### src/rtl/cpu_sequencer.sv
// cpu_sequencer: multi-cycle instruction sequencer for the XM-23 datapath.
// It steps each instruction through FETCH -> PCINC -> DECODE -> EXEC1, with
// optional EXEC2 (BL, SWAP) or MEMW (LD/ST/LDR/STR) steps. It drives one-cycle
// enables to the register file, ALU, sign extender and byte-manip unit, and
// runs a req/ack handshake with memory. Any memory wait that reaches the
// timeout sends it to a sticky FAULT state.
// Ports:
//   clock, reset                 clock, async active-high reset
//   op, dst, srccon, rc, wb      decoded instruction fields
//   code_result                  branch condition for the current op
//   mem_ack                      memory completion
//   mem_req, mem_wr, mem_byte    memory request, direction, byte/word
//   ir_load, id_en, alu_en, sxt_en, bm_en      unit enables
//   psw_update, psw_set, psw_clr               PSW control
//   alu_op, sxt_bit                            ALU function, sign-extend bit
//   alu_rdst, alu_rsrc, dbus_rdst, dbus_rsrc   register selects
//   instr_done, fault                          done strobe, sticky timeout
module cpu_sequencer #(
    parameter int unsigned DATA_W      = 16,
    parameter int unsigned RNUM_W      = 5,
    parameter int unsigned PC_RNUM     = 7,
    parameter int unsigned LR_RNUM     = 5,
    parameter int unsigned TMP_RNUM    = 16,
    parameter int unsigned CONST2_RNUM = 10,
    parameter int unsigned TMO_W       = 4
) (
    input  logic              clock,
    input  logic              reset,
    input  logic [6:0]        op,
    input  logic [2:0]        dst,
    input  logic [2:0]        srccon,
    input  logic              rc,
    input  logic              wb,
    input  logic              code_result,
    input  logic              mem_ack,
    output logic              mem_req,
    output logic              mem_wr,
    output logic              mem_byte,
    output logic              ir_load,
    output logic              id_en,
    output logic              alu_en,
    output logic              sxt_en,
    output logic              bm_en,
    output logic              psw_update,
    output logic              psw_set,
    output logic              psw_clr,
    output logic [5:0]        alu_op,
    output logic [3:0]        sxt_bit,
    output logic [RNUM_W-1:0] alu_rdst,
    output logic [RNUM_W-1:0] alu_rsrc,
    output logic [RNUM_W-1:0] dbus_rdst,
    output logic [RNUM_W-1:0] dbus_rsrc,
    output logic              instr_done,
    output logic              fault
);

    // The PSW masks need at least 5 data bits, and TMP must be addressable.
    if (DATA_W < 5 || TMP_RNUM >= (2 ** RNUM_W)) begin : g_param_check
        $error("cpu_sequencer: DATA_W or RNUM_W too small");
    end

    localparam logic [RNUM_W-1:0] RegPc  = RNUM_W'(PC_RNUM);
    localparam logic [RNUM_W-1:0] RegLr  = RNUM_W'(LR_RNUM);
    localparam logic [RNUM_W-1:0] RegTmp = RNUM_W'(TMP_RNUM);
    localparam logic [RNUM_W-1:0] RegC2  = RNUM_W'(CONST2_RNUM);
    // The counter shows 2**TMO_W-2 during the (2**TMO_W-1)th waiting cycle.
    localparam logic [TMO_W-1:0]  TmoLast = {{(TMO_W-1){1'b1}}, 1'b0};

    typedef enum logic [2:0] {
        StFetch, StPcInc, StDecode, StExec1, StExec2, StMemW, StFault
    } state_e;

    state_e           state_q, state_d;
    logic [TMO_W-1:0] tmo_q, tmo_d;

    logic [RNUM_W-1:0] reg_dst, reg_src;
    logic              is_branch, is_alu, is_bm, is_mem, is_store, is_rel;
    logic [4:0]        alu_idx;

    // Constant-table sources sit at register numbers 8..15.
    assign reg_dst = RNUM_W'(dst);
    assign reg_src = rc ? RNUM_W'({1'b1, srccon}) : RNUM_W'(srccon);

    assign is_branch = (op >= 7'd1) && (op <= 7'd8);
    assign is_alu    = ((op >= 7'd9) && (op <= 7'd20)) || (op == 7'd23) || (op == 7'd24);
    assign is_bm     = (op == 7'd25) || ((op >= 7'd34) && (op <= 7'd37));
    assign is_store  = (op == 7'd33) || (op == 7'd39);
    assign is_rel    = (op == 7'd38) || (op == 7'd39);
    assign is_mem    = (op == 7'd32) || is_store || (op == 7'd38);
    // ALU functions are packed pairwise (word, byte); ops 21/22 leave a gap.
    assign alu_idx   = (op <= 7'd20) ? 5'(op - 7'd9) : 5'(op - 7'd11);

    always_ff @(posedge clock or posedge reset) begin
        if (reset) begin
            state_q <= StFetch;
            tmo_q   <= '0;
        end else begin
            state_q <= state_d;
            tmo_q   <= tmo_d;
        end
    end

    always_comb begin
        state_d    = state_q;
        tmo_d      = tmo_q;
        mem_req    = 1'b0;
        mem_wr     = 1'b0;
        mem_byte   = 1'b0;
        ir_load    = 1'b0;
        id_en      = 1'b0;
        alu_en     = 1'b0;
        sxt_en     = 1'b0;
        bm_en      = 1'b0;
        psw_update = 1'b0;
        psw_set    = 1'b0;
        psw_clr    = 1'b0;
        alu_op     = '0;
        sxt_bit    = '0;
        alu_rdst   = '0;
        alu_rsrc   = '0;
        dbus_rdst  = '0;
        dbus_rsrc  = '0;
        instr_done = 1'b0;
        fault      = 1'b0;

        // Outputs are forced low while reset is held, even mid-transaction.
        if (!reset) begin
            unique case (state_q)
                StFetch: begin
                    mem_req   = 1'b1;
                    dbus_rsrc = RegPc;
                    if (mem_ack) begin
                        ir_load = 1'b1;
                        tmo_d   = '0;
                        state_d = StPcInc;
                    end else if (tmo_q == TmoLast) begin
                        state_d = StFault;
                    end else begin
                        tmo_d = tmo_q + TMO_W'(1);
                    end
                end
                StPcInc: begin
                    alu_en     = 1'b1;
                    alu_rdst   = RegPc;
                    dbus_rdst  = RegPc;
                    alu_rsrc   = RegC2;
                    psw_update = 1'b1;
                    state_d    = StDecode;
                end
                StDecode: begin
                    id_en   = 1'b1;
                    state_d = StExec1;
                end
                StExec1: begin
                    instr_done = 1'b1;
                    state_d    = StFetch;
                    if (op == 7'd0) begin
                        // BL: save return address, PC update in EXEC2
                        dbus_rsrc  = RegPc;
                        dbus_rdst  = RegLr;
                        instr_done = 1'b0;
                        state_d    = StExec2;
                    end else if (is_branch) begin
                        if (code_result) begin
                            alu_en     = 1'b1;
                            sxt_en     = 1'b1;
                            sxt_bit    = 4'd10;
                            alu_rdst   = RegPc;
                            psw_update = 1'b1;
                        end
                    end else if (is_alu) begin
                        alu_en   = 1'b1;
                        alu_op   = {alu_idx, wb};
                        alu_rdst = reg_dst;
                        alu_rsrc = reg_src;
                    end else if (op == 7'd21) begin
                        dbus_rsrc = reg_src;
                        dbus_rdst = reg_dst;
                    end else if (op == 7'd22) begin
                        dbus_rsrc  = reg_src;
                        dbus_rdst  = RegTmp;
                        instr_done = 1'b0;
                        state_d    = StExec2;
                    end else if (is_bm) begin
                        bm_en     = 1'b1;
                        dbus_rsrc = reg_src;
                        dbus_rdst = reg_dst;
                    end else if (op == 7'd26) begin
                        sxt_en    = 1'b1;
                        sxt_bit   = 4'd7;
                        dbus_rsrc = reg_dst;
                        dbus_rdst = reg_dst;
                    end else if (op == 7'd29) begin
                        psw_set = 1'b1;
                    end else if (op == 7'd30) begin
                        psw_clr = 1'b1;
                    end else if (is_mem) begin
                        // Effective address lands in TMP; stores address through dst.
                        alu_en     = 1'b1;
                        alu_rdst   = RegTmp;
                        alu_rsrc   = is_store ? reg_dst : reg_src;
                        psw_update = 1'b1;
                        if (is_rel) begin
                            sxt_en  = 1'b1;
                            sxt_bit = 4'd6;
                        end
                        instr_done = 1'b0;
                        state_d    = StMemW;
                    end
                end
                StExec2: begin
                    instr_done = 1'b1;
                    state_d    = StFetch;
                    if (op == 7'd0) begin
                        alu_en     = 1'b1;
                        sxt_en     = 1'b1;
                        sxt_bit    = 4'd13;
                        alu_rdst   = RegPc;
                        psw_update = 1'b1;
                    end else begin
                        dbus_rsrc = RegTmp;
                        dbus_rdst = reg_dst;
                    end
                end
                StMemW: begin
                    mem_req  = 1'b1;
                    mem_wr   = is_store;
                    mem_byte = wb;
                    if (is_store) begin
                        dbus_rsrc = reg_src;
                    end
                    if (mem_ack) begin
                        if (!is_store) begin
                            dbus_rdst = reg_dst;
                        end
                        instr_done = 1'b1;
                        tmo_d      = '0;
                        state_d    = StFetch;
                    end else if (tmo_q == TmoLast) begin
                        state_d = StFault;
                    end else begin
                        tmo_d = tmo_q + TMO_W'(1);
                    end
                end
                StFault: begin
                    fault = 1'b1;
                end
                default: begin
                    state_d = StFetch;
                end
            endcase
        end
    end

endmodule

### config.mk
export PLATFORM = sky130hd
export DESIGN_NAME = cpu_sequencer
export DESIGN_NICKNAME = d
export VERILOG_FILES = /design/src/rtl/cpu_sequencer.sv
export SDC_FILE = /design/constraint.sdc
export NUM_CORES = 1
export LEC_CHECK = 0
export ABC_AREA = 1
export CAP_MARGIN = 5
export CELL_PAD_IN_SITES_DETAIL_PLACEMENT = 0
export CELL_PAD_IN_SITES_GLOBAL_PLACEMENT = 2
export CORE_AREA = 4 4 88 90
export DETAILED_ROUTE_END_ITERATION = 16
export DIE_AREA = 0 0 92 94
export PLACE_DENSITY_LB_ADDON = 0.1
export SYNTH_ARGS = -nofsm -noshare
export SYNTH_HDL_FRONTEND = slang
export SYNTH_SLANG_ARGS = --single-unit
### constraint.sdc
create_clock -name clock -period 3.5 [get_ports clock]
set_clock_uncertainty 0.2 [all_clocks]
set_input_delay 0.35 -clock clock [delete_from_list [all_inputs] [get_ports clock]]
set_output_delay 0.35 -clock clock [all_outputs]
set_load 0.1 [all_outputs]
## Word-level counts from Yosys, hierarchy flattened

Index checks and enable logic that the tools add are counted.

- Register bits: 7
- Bits of input ports: 19
- Output and inout bits: 43

- Add/subtract/negate cells: 3
- $lt $le $gt $ge: 6
- Equal/unequal tests: 20
- Mux-type cells: 173
- Bitwise logic cells: 2
- Reduce and logical (&&, ||, !) cells: 15

Operators by type and width:

| cell | count |
|---|---|
| 4-bit 2-to-1 mux | 27 |
| 5-bit 2-to-1 mux | 20 |
| 3-bit 2-to-1 mux | 29 |
| 1-bit 2-to-1 mux | 82 |
| 7-bit by 5-bit == test with 1-bit output, second input constant | 8 |
| 5-bit case mux with 4 select lines | 2 |
| 6-bit 2-to-1 mux | 5 |
| 7-bit by 6-bit == test with 1-bit output, second input constant | 4 |
| 3-bit case mux with 6 select lines | 1 |
| 4-bit case mux with 2 select lines | 2 |
| 5-bit case mux with 3 select lines | 1 |
| 5-bit by 4-bit subtractor with 5-bit output, second input constant | 2 |
| 3-bit == test, second input constant | 3 |
| 1-bit case mux with 3 select lines | 3 |
| 7-bit by 1-bit greater-or-equal comparator with 1-bit output, second input constant | 1 |
| 7-bit by 4-bit greater-or-equal comparator with 1-bit output, second input constant | 1 |
| 7-bit by 6-bit greater-or-equal comparator with 1-bit output, second input constant | 1 |
| 7-bit by 4-bit less-or-equal comparator with 1-bit output, second input constant | 1 |
| 7-bit by 5-bit less-or-equal comparator with 1-bit output, second input constant | 1 |
| 7-bit by 6-bit less-or-equal comparator with 1-bit output, second input constant | 1 |
| 7-bit logical NOT | 1 |
| 1-bit logical OR | 7 |
| 3-bit by 2-bit == test with 1-bit output, second input constant | 2 |
| 4-bit by 1-bit adder with 4-bit output, second input constant | 1 |
| 10 further kinds | 13 |

## Depth between registers and ports, before layout

- Depth in word-level cells: 16
- Mapped depth: 14
- Gate-level depth less buffers: 13

## Worst setup path before layout

No wires, ideal clock.

- Path type: input to output
- From: input op[1]
- To: output dbus_rdst[4]
- Data arrival time: 3.899 ns
- Required time: 2.950 ns
- Path slack: -0.949 ns
- Stages: 10
- Buffers on the path: 1
- Path through: buf_6 nor2_2 nand2_2 nand2_1 nand2_2 nand2_2 nand2_4 inv_1 nand2_1 nor4_1

- Word-level cells in the longest chain between the ends: 9
- Elaborated cells between the ends (all ways): 20
- Classes of those cells: order compare (4); eq/ne (4); mux (7); reduce/logical (5)

Ends and longest elaborated chain:

| element | RTL line | RTL |
|---|---|---|
| from (decl) | 29 | `input logic [6:0] op,` |
| 7-bit by 4-bit greater-or-equal comparator with 1-bit output or 7-bit by 5-bit less-or-equal comparator with 1-bit output (tied branches) | 85 | `assign is_alu = ((op >= 7'd9) && (op <= 7'd20)) \|\| (op == 7'd23) \|\| (op == 7'd24);` |
| 1-bit logical AND | 85 |  |
| 1-bit logical OR (2 in series) | 85 |  |
| 5-bit 2-to-1 mux | 171 | `end else if (is_alu) begin` |
| 5-bit 2-to-1 mux | 163 | `end else if (is_branch) begin` |
| 5-bit 2-to-1 mux (*) | 157 | `if (op == 7'd0) begin` |
| 5-bit case mux with 4 select lines (*) | 128 | `unique case (state_q)` |
| 5-bit 2-to-1 mux (*) | 127 | `if (!reset) begin` |
| to (decl) | 51 | `output logic [RNUM_W-1:0] dbus_rdst,` |

Mark *: on every way between the ends. The rest lies on a longest branch, timed or not.

## Final worst setup path

- From: input op[1]
- To: output alu_op[5]

- Word-level cells in the longest chain between the ends: 9
- Elaborated cells between the ends (all ways): 19
- Classes of those cells: add/sub (2); order compare (4); eq/ne (2); mux (6); reduce/logical (5)

Ends and longest elaborated chain:

| element | RTL line | RTL |
|---|---|---|
| 7-bit by 4-bit greater-or-equal comparator with 1-bit output or 7-bit by 5-bit less-or-equal comparator with 1-bit output (tied branches) | 85, 91 |  |
| 1-bit logical AND | 85 |  |
| 1-bit logical OR (2 in series) | 85 |  |
| 6-bit 2-to-1 mux | 171 |  |
| 6-bit 2-to-1 mux | 163 |  |
| 6-bit 2-to-1 mux (*) | 157 |  |
| 6-bit 2-to-1 mux (*) | 128 |  |
| 6-bit 2-to-1 mux (*) | 127 |  |
| to (decl) | 47 | `output logic [5:0] alu_op,` |

Marks and branches as above.

==> results by group <==
Final layout
  • Sequential cell area: between 150 and 200 um^2
  • Ant. Diodes: 0
  • Finished layout cell area: ~2700 um^2
  • Fill cells: around 830
  • Multi-input gate area: between 1000 and 1500 um^2
  • Share of cells above drive strength 1: between 20% and 30%
  • Synthesis-to-finish area growth: 71.64%
  • Fin nets: 367

Logic synthesis
  • Dominant cell type by area after synthesis: nand2_1
  • Seq cells post-synth: 7
  • Post-synthesis cell count: 285
  • Cells taking the most area after synthesis: nand2_1 14%, dfrtp_1 11%, nor2_1 8.8%
  • Synth Warn #: 0
  • Area fraction of the dominant cell type after synthesis: 14.06%
  • Syn Area/Cell: ~5.5 um^2
  • Synth unique cells: 36
  • Cell Area, Synth: between 1500 and 2000 um^2
  • Seq/Total Area, Yosys: between 10 and 15%

Setup path
  • Crit start category: input pin
  • Reg2reg path depth: 9
  • Critical Path RT: roughly 3000 ps
  • Critical path class: in2out
  • Crit-path cells: clkdlybuf4s50_1 > nor2_2 > nor2_1 > o21ai_2 > inv_1 > fa_1 > nand2_1 > nand2_1 > xor2_1 > nor2_1 > buf_12
  • Crit Path Max Fanout: 9
  • Critical Path Slowest Stage Cell: clkdlybuf4s50_1
  • CP Capture Type: output port
  • Worst path max stage delay: between 500 and 600 ps
  • CP Data Arrival Time: roughly 2600 ps

Placed design
  • Placer Congestion: around 0.84
  • Detailed placement HPWL: 5272 um
  • IO Port Bufs: between 50 and 60
  • Area after DPL: between 2000 and 3000 um^2

Clock tree
  • Clock buffer depth: 2
  • CTS Sinks: 7
  • Cts hold-fix bufs: 0
  • CTS Buf Count: 3
  • CTS tree: yes
  • # resized after CTS: 0
  • Clock latency at the later pin of the worst-skew pair: about 230 ps
  • # Post-CTS Setup Buffers: 0
  • CTS H-tree depth: 1
  • Clock root buffer master: clkbuf_8
  • Clock-pin slew on the worst setup and hold paths: 40 ps

Power and ir drop
  • Max IR drop VDD: approximately 0.00022 V
  • Leak pwr: roughly 0.0012 uW
  • Pwr dens: between 400 and 500 nW/um^2

Global routing
  • Antenna violations before repair: 0
  • Global-route wire length before repair: 10,090 um
  • Total GRT Usage: between 10% and 20%
  • Number of global-route vias before repair: about 2,000
  • Largest net degree at the start of global routing: 32
  • Total grt overflow: 0

Drt
  • DRT Wirelength: between 6000 and 7000 um
  • DRT antenna net count: 0
  • First-pass detailed-route iteration total: 4
  • Via/cell ratio: 4.464
  • Avg WL per Cell: 14.27 um
  • Via count: around 2,000
  • Initial DRC count: between 80 and 90
  • Drt drc: 0

Die
  • I/O pins: 62
  • Initial Util: between 20% and 30%
  • Chip height: about 94 um
  • FP Rows: 31
  • Die area: about 8600 um^2
  • Die Width: 92 um
  • Core Footprint: between 7000 and 8000 um^2

Status
  • Outcome: complete, no violations

Timing
  • Final Setup Violations: 0
  • RSZ-0062 raised after global routing: false
  • Peak Freq: about 310 MHz
  • Slew Limit Fails: 0
  • TNS Setup: 0 ps
  • Minimum clock period: 3195 ps
  • Period utilisation layout: just over 90%
  • Final Hold Fails: 0

Min path
  • Worst Hold Class: in2async

Run
  • Number of max-cap violations: 0
## state kept, by name, summed over array words and instances, names as in the netlist
signal	cells
state_q	3
tmo_q	4
## critical path, delay by kind of cell
family	cells	cell delay, ps
AO/OA/AOI/OAI	1	200
XOR/XNOR	1	140
adder cells (fa/ha/maj)	1	380
buffers and inverters	3	870
AND/OR/NAND/NOR	5	700
## Yosys cell counts, drive strengths merged
cell type  instances
inv               49
o21ai             21
or2                1
nor2              48
dfrtp              7
o31ai              1
o211ai             3
nor4               2
nand2             67
buf                7
a31oi              4
ha                 3
o22ai              5
nand4              3
clkbuf             3
a21oi             25
nor3              12
clkinv             1
conb               1
xor2               3
fa                 1
nand3             17
a211o              1
## through the flow
stage / hold slack, ps / instances / utilization (%) / power, uW / worst slack, ps
2_1_floorplan: -13.54 / 287 / - / 770.7 / 52.56
3_3_place_gp: 325.9 / 438 / 37.66 / 1106 / 348.1
3_5_place_dp: 329.5 / 438 / 37.66 / 1103 / 336.8
4_1_cts: 281.9 / 442 / 38.30 / 1223 / 324.8
5_1_grt: 329.1 / 442 / 38.30 / 1280 / 170.4
6_report: 255.5 / 442 / 38.30 / 1213 / 305.2
## routing by layer
layer	global-route usage, %	wire [um]
met5	0	0
met4	3.342	59
met3	2.003	306
met2	24.51	2902
met1	19.43	3037
## power breakdown
group,switching [uW],internal [uW],leakage (uW)
logic,663,300,0.00106
clock network,36.5,79.0,0.0000228
registers,26.2,108,0.0000914
## placed cells by master (no fill, tap or decap), drive strengths merged, types with 4 or more instances in the layout
master,instances
o22ai,5
buf,44
a31oi,4
clkdlybuf4s50,18
a21oi,25
dfrtp,7
nand3,17
nor3,12
clkbuf,4
o21ai,21
nor2,48
nand2,67
inv,49
## worst paths after layout
| path | startpoint | endpoint | slack, ps |
|---|---|---|---|
| max in group asynchronous | reset | tmo_q[1] | 2550 |
| min in group clock | tmo_q[0] | tmo_q[0] | 330 |
| hold / removal | reset | state_q[1] | 260 |
| setup / recovery | op[1] | alu_op[5] | 310 |
| setup reg to reg | state_q[2] | state_q[0] | 1660 |
| hold reg to reg | tmo_q[0] | tmo_q[0] | 330 |
## logic make-up after synthesis
| kind of cell | count (synthesis) | share of synthesized area (%) |
|---|---|---|
| simple gates | 150 | 45.83 |
| compound gates | 60 | 20.89 |
| buf+inv | 60 | 16.60 |
| flops | 7 | 11.12 |
| fa+ha+maj | 4 | 3.654 |
| xor+xnor | 3 | 1.668 |
| other cells | 1 | 0.2381 |
## layout make-up
cell class              instances  area share, %
flip-flops and latches          7          6.478
well taps                      99          4.581
inverters                      50          7.034
clock buffers                   4          1.666
repair buffers                 62          36.93
multi-input cells             220          43.31
Note: power is estimated with default switching activity, not from simulation.
==> RTL edit 1, RTL diff (same flow settings) <==
Set the parameter `TMO_W` to 3 (it was 4).
--- a/src/rtl/cpu_sequencer.sv
+++ b/src/rtl/cpu_sequencer.sv
@@ -24,3 +24,3 @@
     parameter int unsigned CONST2_RNUM = 10,
-    parameter int unsigned TMO_W       = 4
+    parameter int unsigned TMO_W       = 3
 ) (
Behaviour: not the same (a bounded check fails within 10 cycles, from zero or initial values and one cycle with reset high).
==> RTL edit 1 against the unedited design <==
Total power increased by 11%; non-clock buffer count decreased by 2; wire length decreased by 6.0%; final area decreased by 2.5%; via count decreased by 2.5%; worst hold slack got worse by 0.0094 ns; first-iteration DRC count decreased by 50%; synthesized area decreased by 1.2%; sequential cell count decreased by 1; setup slack got worse by 0.022 ns.
==> RTL edit 1: results (changes against the unedited design) <==
.. list-table::
   :header-rows: 1

   * - Metric
     - Value
   * - Met3 Track Usage GR
     - 2.163% (was 2.003%)
   * - Data arrival time of the critical path
     - 2.67 ns (was 2.64 ns)
   * - End of the worst register-to-register path
     - tmo_q[2]$_DFFE_PP0P_ (was state_q[0]$_DFFE_PP0P_)
   * - Fillers
     - 781 (was 827)
   * - Cell area after placement
     - 0.002595 mm^2 (was 0.002659 mm^2)
   * - Part of the Yosys area used for sequential elements
     - 9.646% (was 11.12%)
   * - Post-synthesis cell count
     - 283 (was 285)
   * - Multi-input comb cells
     - 222 (was 220)
   * - Portion of the layout cell area used by clock cells
     - 1.566% (was 1.666%)
   * - Period utilization
     - 91.91% (was 91.28%)
   * - Register fraction of the total cell area
     - 5.695% (was 6.478%)
   * - RD Place Congestion
     - 0.7957 (was 0.8354)
   * - Largest registers
     - state_q: 3 flops, tmo_q: 3 flops (was tmo_q: 4 flops, state_q: 3 flops)
   * - Area of the multi-input gates
     - 0.001200 mm^2 (was 0.001171 mm^2)
   * - Highest fanout seen on the critical path
     - 7 (was 9)
   * - Routed length on met2
     - 2.550 mm (was 2.902 mm)
   * - Layout clock buffer count
     - 3 (was 4)
   * - Data-path buffer share of cell area in the final layout
     - 35.41% (was 36.93%)
   * - Most frequent cells after synthesis
     - nand2_1 (67), nor2_1 (39), inv_1 (35) (was nand2_1 (59), nor2_1 (37), inv_1 (36))
   * - Iteration-0 DRC count of the detailed router
     - 42 (was 84)
   * - Cell depth of the worst flop-to-flop path
     - 10 (was 9)
   * - Leakage
     - 1.153 nW (was 1.178 nW)
   * - Global-route total usage across every layer
     - 14.30% (was 14.46%)
   * - Peak supply drop
     - 0.0003620 V (was 0.0002243 V)
   * - Count of plain and timing-repair buffers
     - 60 (was 62)
   * - Total number of vias
     - 1923 (was 1973)
   * - R2R Path Start
     - state_q[0]$_DFFE_PP0P_ (was state_q[2]$_DFFE_PP0P_)
   * - Largest cells by area after synthesis
     - nand2_1 (16%), dfrtp_1 (9.6%), nor2_1 (9.4%) (was nand2_1 (14%), dfrtp_1 (11%), nor2_1 (8.8%))
   * - Total instance count after detailed placement
     - 437 (was 438)
   * - Run status
     - finished, final reports clean (unchanged)
==> RTL edit 1: changes by cell type in the layout (fill, tap and decap cells not counted), sizes merged <==
cell / unedited run / this run
clkbuf: 4 / 3
nand4: 3 / 2
nand3: 17 / 26
buf: 44 / 42
nand2: 67 / 75
nor3: 12 / 9
a31oi: 4 / 2
nor2: 48 / 51
o22ai: 5 / 1
o31ai: 1 / 0
nor4: 2 / 1
o211ai: 3 / 2
dfrtp: 7 / 6
o21ai: 21 / 16
==> RTL edit 1: power by group <==
part	internal (mW)	switching, mW	leakage (nW)
sequential	0.0964	0.0266	0.0785
clock	0.0739	0.0294	0.0216
combinational	0.338	0.778	1.05
==> RTL edit 1: logic make-up after synthesis <==
logic type	count (synthesis)	synth area share, %
xor+xnor	3	1.688
other cells	1	0.2409
compound gates	47	18.57
simple gates	165	51.53
fa+ha+maj	4	3.698
buf+inv	57	14.63
flops	6	9.646
==> RTL edit 2, RTL diff (same settings) <==
Made on the original files. Re-encode `state_e` (7 states) as one-hot, 7 bits wide.
--- a/src/rtl/cpu_sequencer.sv
+++ b/src/rtl/cpu_sequencer.sv
@@ -68,4 +68,4 @@
 
-    typedef enum logic [2:0] {
-        StFetch, StPcInc, StDecode, StExec1, StExec2, StMemW, StFault
+    typedef enum logic [6:0] {
+        StFetch = 7'b0000001, StPcInc = 7'b0000010, StDecode = 7'b0000100, StExec1 = 7'b0001000, StExec2 = 7'b0010000, StMemW = 7'b0100000, StFault = 7'b1000000
     } state_e;
Function: no difference found for any inputs over 4 cycles, from zero or initial values and one cycle with reset high; so few cycles prove little.
==> RTL edit 2 against the unedited design <==
Sequential cell count is 4 higher; wire length rose by 4.1%; die area is the same; cell count is 7.9% higher; final area rose by 11%; setup slack better by 0.0082 ns; register-to-register slack worse by 0.33 ns; total power decreased by 17%; combinational power shrank 29%; synthesized area rose by 17%; critical endpoint unchanged.
==> RTL edit 2: results (changes against the unedited design) <==
.. list-table::
   :header-rows: 1

   * - Metric
     - Value
   * - Run status
     - finished, final reports clean (unchanged)
   * - Type of the worst min-delay path
     - flip-flop to flip-flop (was input port to asynchronous set/reset pin)
   * - Share of cell area taken by multi-input logic gates
     - 44.87% (was 43.31%)
   * - Highest fanout seen on the critical path
     - 8 (was 9)
   * - Peak supply drop
     - 0.0001733 V (was 0.0002243 V)
   * - Worst slack, placed
     - 0.2972 ns (was 0.3368 ns)
   * - DP HPWL
     - 5.723 mm (was 5.272 mm)
   * - Routed WL
     - 6.565 mm (was 6.306 mm)
   * - Internal Pwr Total
     - 0.4662 mW (was 0.4867 mW)
   * - Arithmetic-cell share of the synthesized area counting full adders, half adders and majority gates
     - 3.119% (was 3.654%)
   * - Net count, final
     - 402 (was 367)
   * - Global-route wire length before repair
     - 11.11 mm (was 10.09 mm)
   * - Largest registers
     - state_q: 7 flops, tmo_q: 4 flops (was tmo_q: 4 flops, state_q: 3 flops)
   * - Post-Route Hold Slack
     - 0.3240 ns (was 0.2555 ns)
   * - Largest cells by area after synthesis
     - nand2_1 (15%), dfrtp_1 (14%), inv_1 (10%) (was nand2_1 (14%), dfrtp_1 (11%), nor2_1 (8.8%))
   * - Fillers
     - 773 (was 827)
   * - Xor and xnor area share after synthesis
     - 1.424% (was 1.668%)
   * - End of the worst register-to-register path
     - tmo_q[0]$_DFFE_PP0P_ (was state_q[0]$_DFFE_PP0P_)
   * - Complex-gate fraction of the synthesized area
     - 14.37% (was 20.89%)
   * - Leakage
     - 1.405 nW (was 1.178 nW)
   * - Iteration-0 DRC count of the detailed router
     - 91 (was 84)
   * - Layout clock buffer count
     - 3 (was 4)
   * - RD Place Congestion
     - 0.8516 (was 0.8354)
   * - Number of logic inverters in the finished layout
     - 55 (was 50)
   * - Data-path buffer share of cell area in the final layout
     - 33.36% (was 36.93%)
   * - Most frequent cells after synthesis
     - nand2_1 (76), inv_1 (50), nor2_1 (46) (was nand2_1 (59), nor2_1 (37), inv_1 (36))
   * - Global-route total usage across every layer
     - 15.80% (was 14.46%)
RTL edit 2: cell count changes in the layout (fill, tap and decap cells not counted), moves of 3 or more:
| cell | delta |
|---|---|
| a31oi_1 | -4 |
| nand4_1 | +11 |
| dfrtp_1 | +3 |
| inv_1 | +14 |
| o21ai_0 | -4 |
| buf_4 | +3 |
| nand2_1 | +17 |
| nor2_1 | +9 |
| nor3_1 | -4 |
| o22ai_1 | -3 |
| inv_2 | -7 |
| a21oi_1 | -7 |
RTL edit 2: metal layers:
layer / up-vias / track usage (%) / routed length (um)
li1: 1126 / - / -
met1: 987 / 20.99 / 3093
met4: 0 / 0.7426 / 0
met3: 0 / 2.644 / 257
met5: - / 0 / 0
met2: 48 / 28.16 / 3214
RTL edit 2: worst reg2reg max path, stage by stage (launching register included):
cell	delay [ns]
dfrtp_1	0.42
nor2_1	0.22
nand2_1	0.15
inv_1	0.10
nand4_1	0.26
nand2_1	0.27
nand2_2	0.11
inv_1	0.18
nand3_1	0.09
o21ai_0	0.09
RTL edit 2: through the flow:
step / cell area (um^2) / instances
6_report: 3000 / 477
5_1_grt: 3000 / 477
4_1_cts: 3000 / 477
3_5_place_dp: 2954 / 473
3_3_place_gp: 2954 / 473
2_1_floorplan: 1871 / 316
RTL edit 2: power by group through the flow:
| stage | registers (mW) | logic (mW) | clock network (mW) |
|---|---|---|---|
| floorplan | 0.184 | 0.458 | 0 |
| global placement | 0.190 | 0.691 | 0 |
| detailed placement | 0.192 | 0.689 | 0 |
| CTS | 0.189 | 0.692 | 0.136 |
| global route | 0.195 | 0.739 | 0.143 |
| finish | 0.189 | 0.686 | 0.131 |
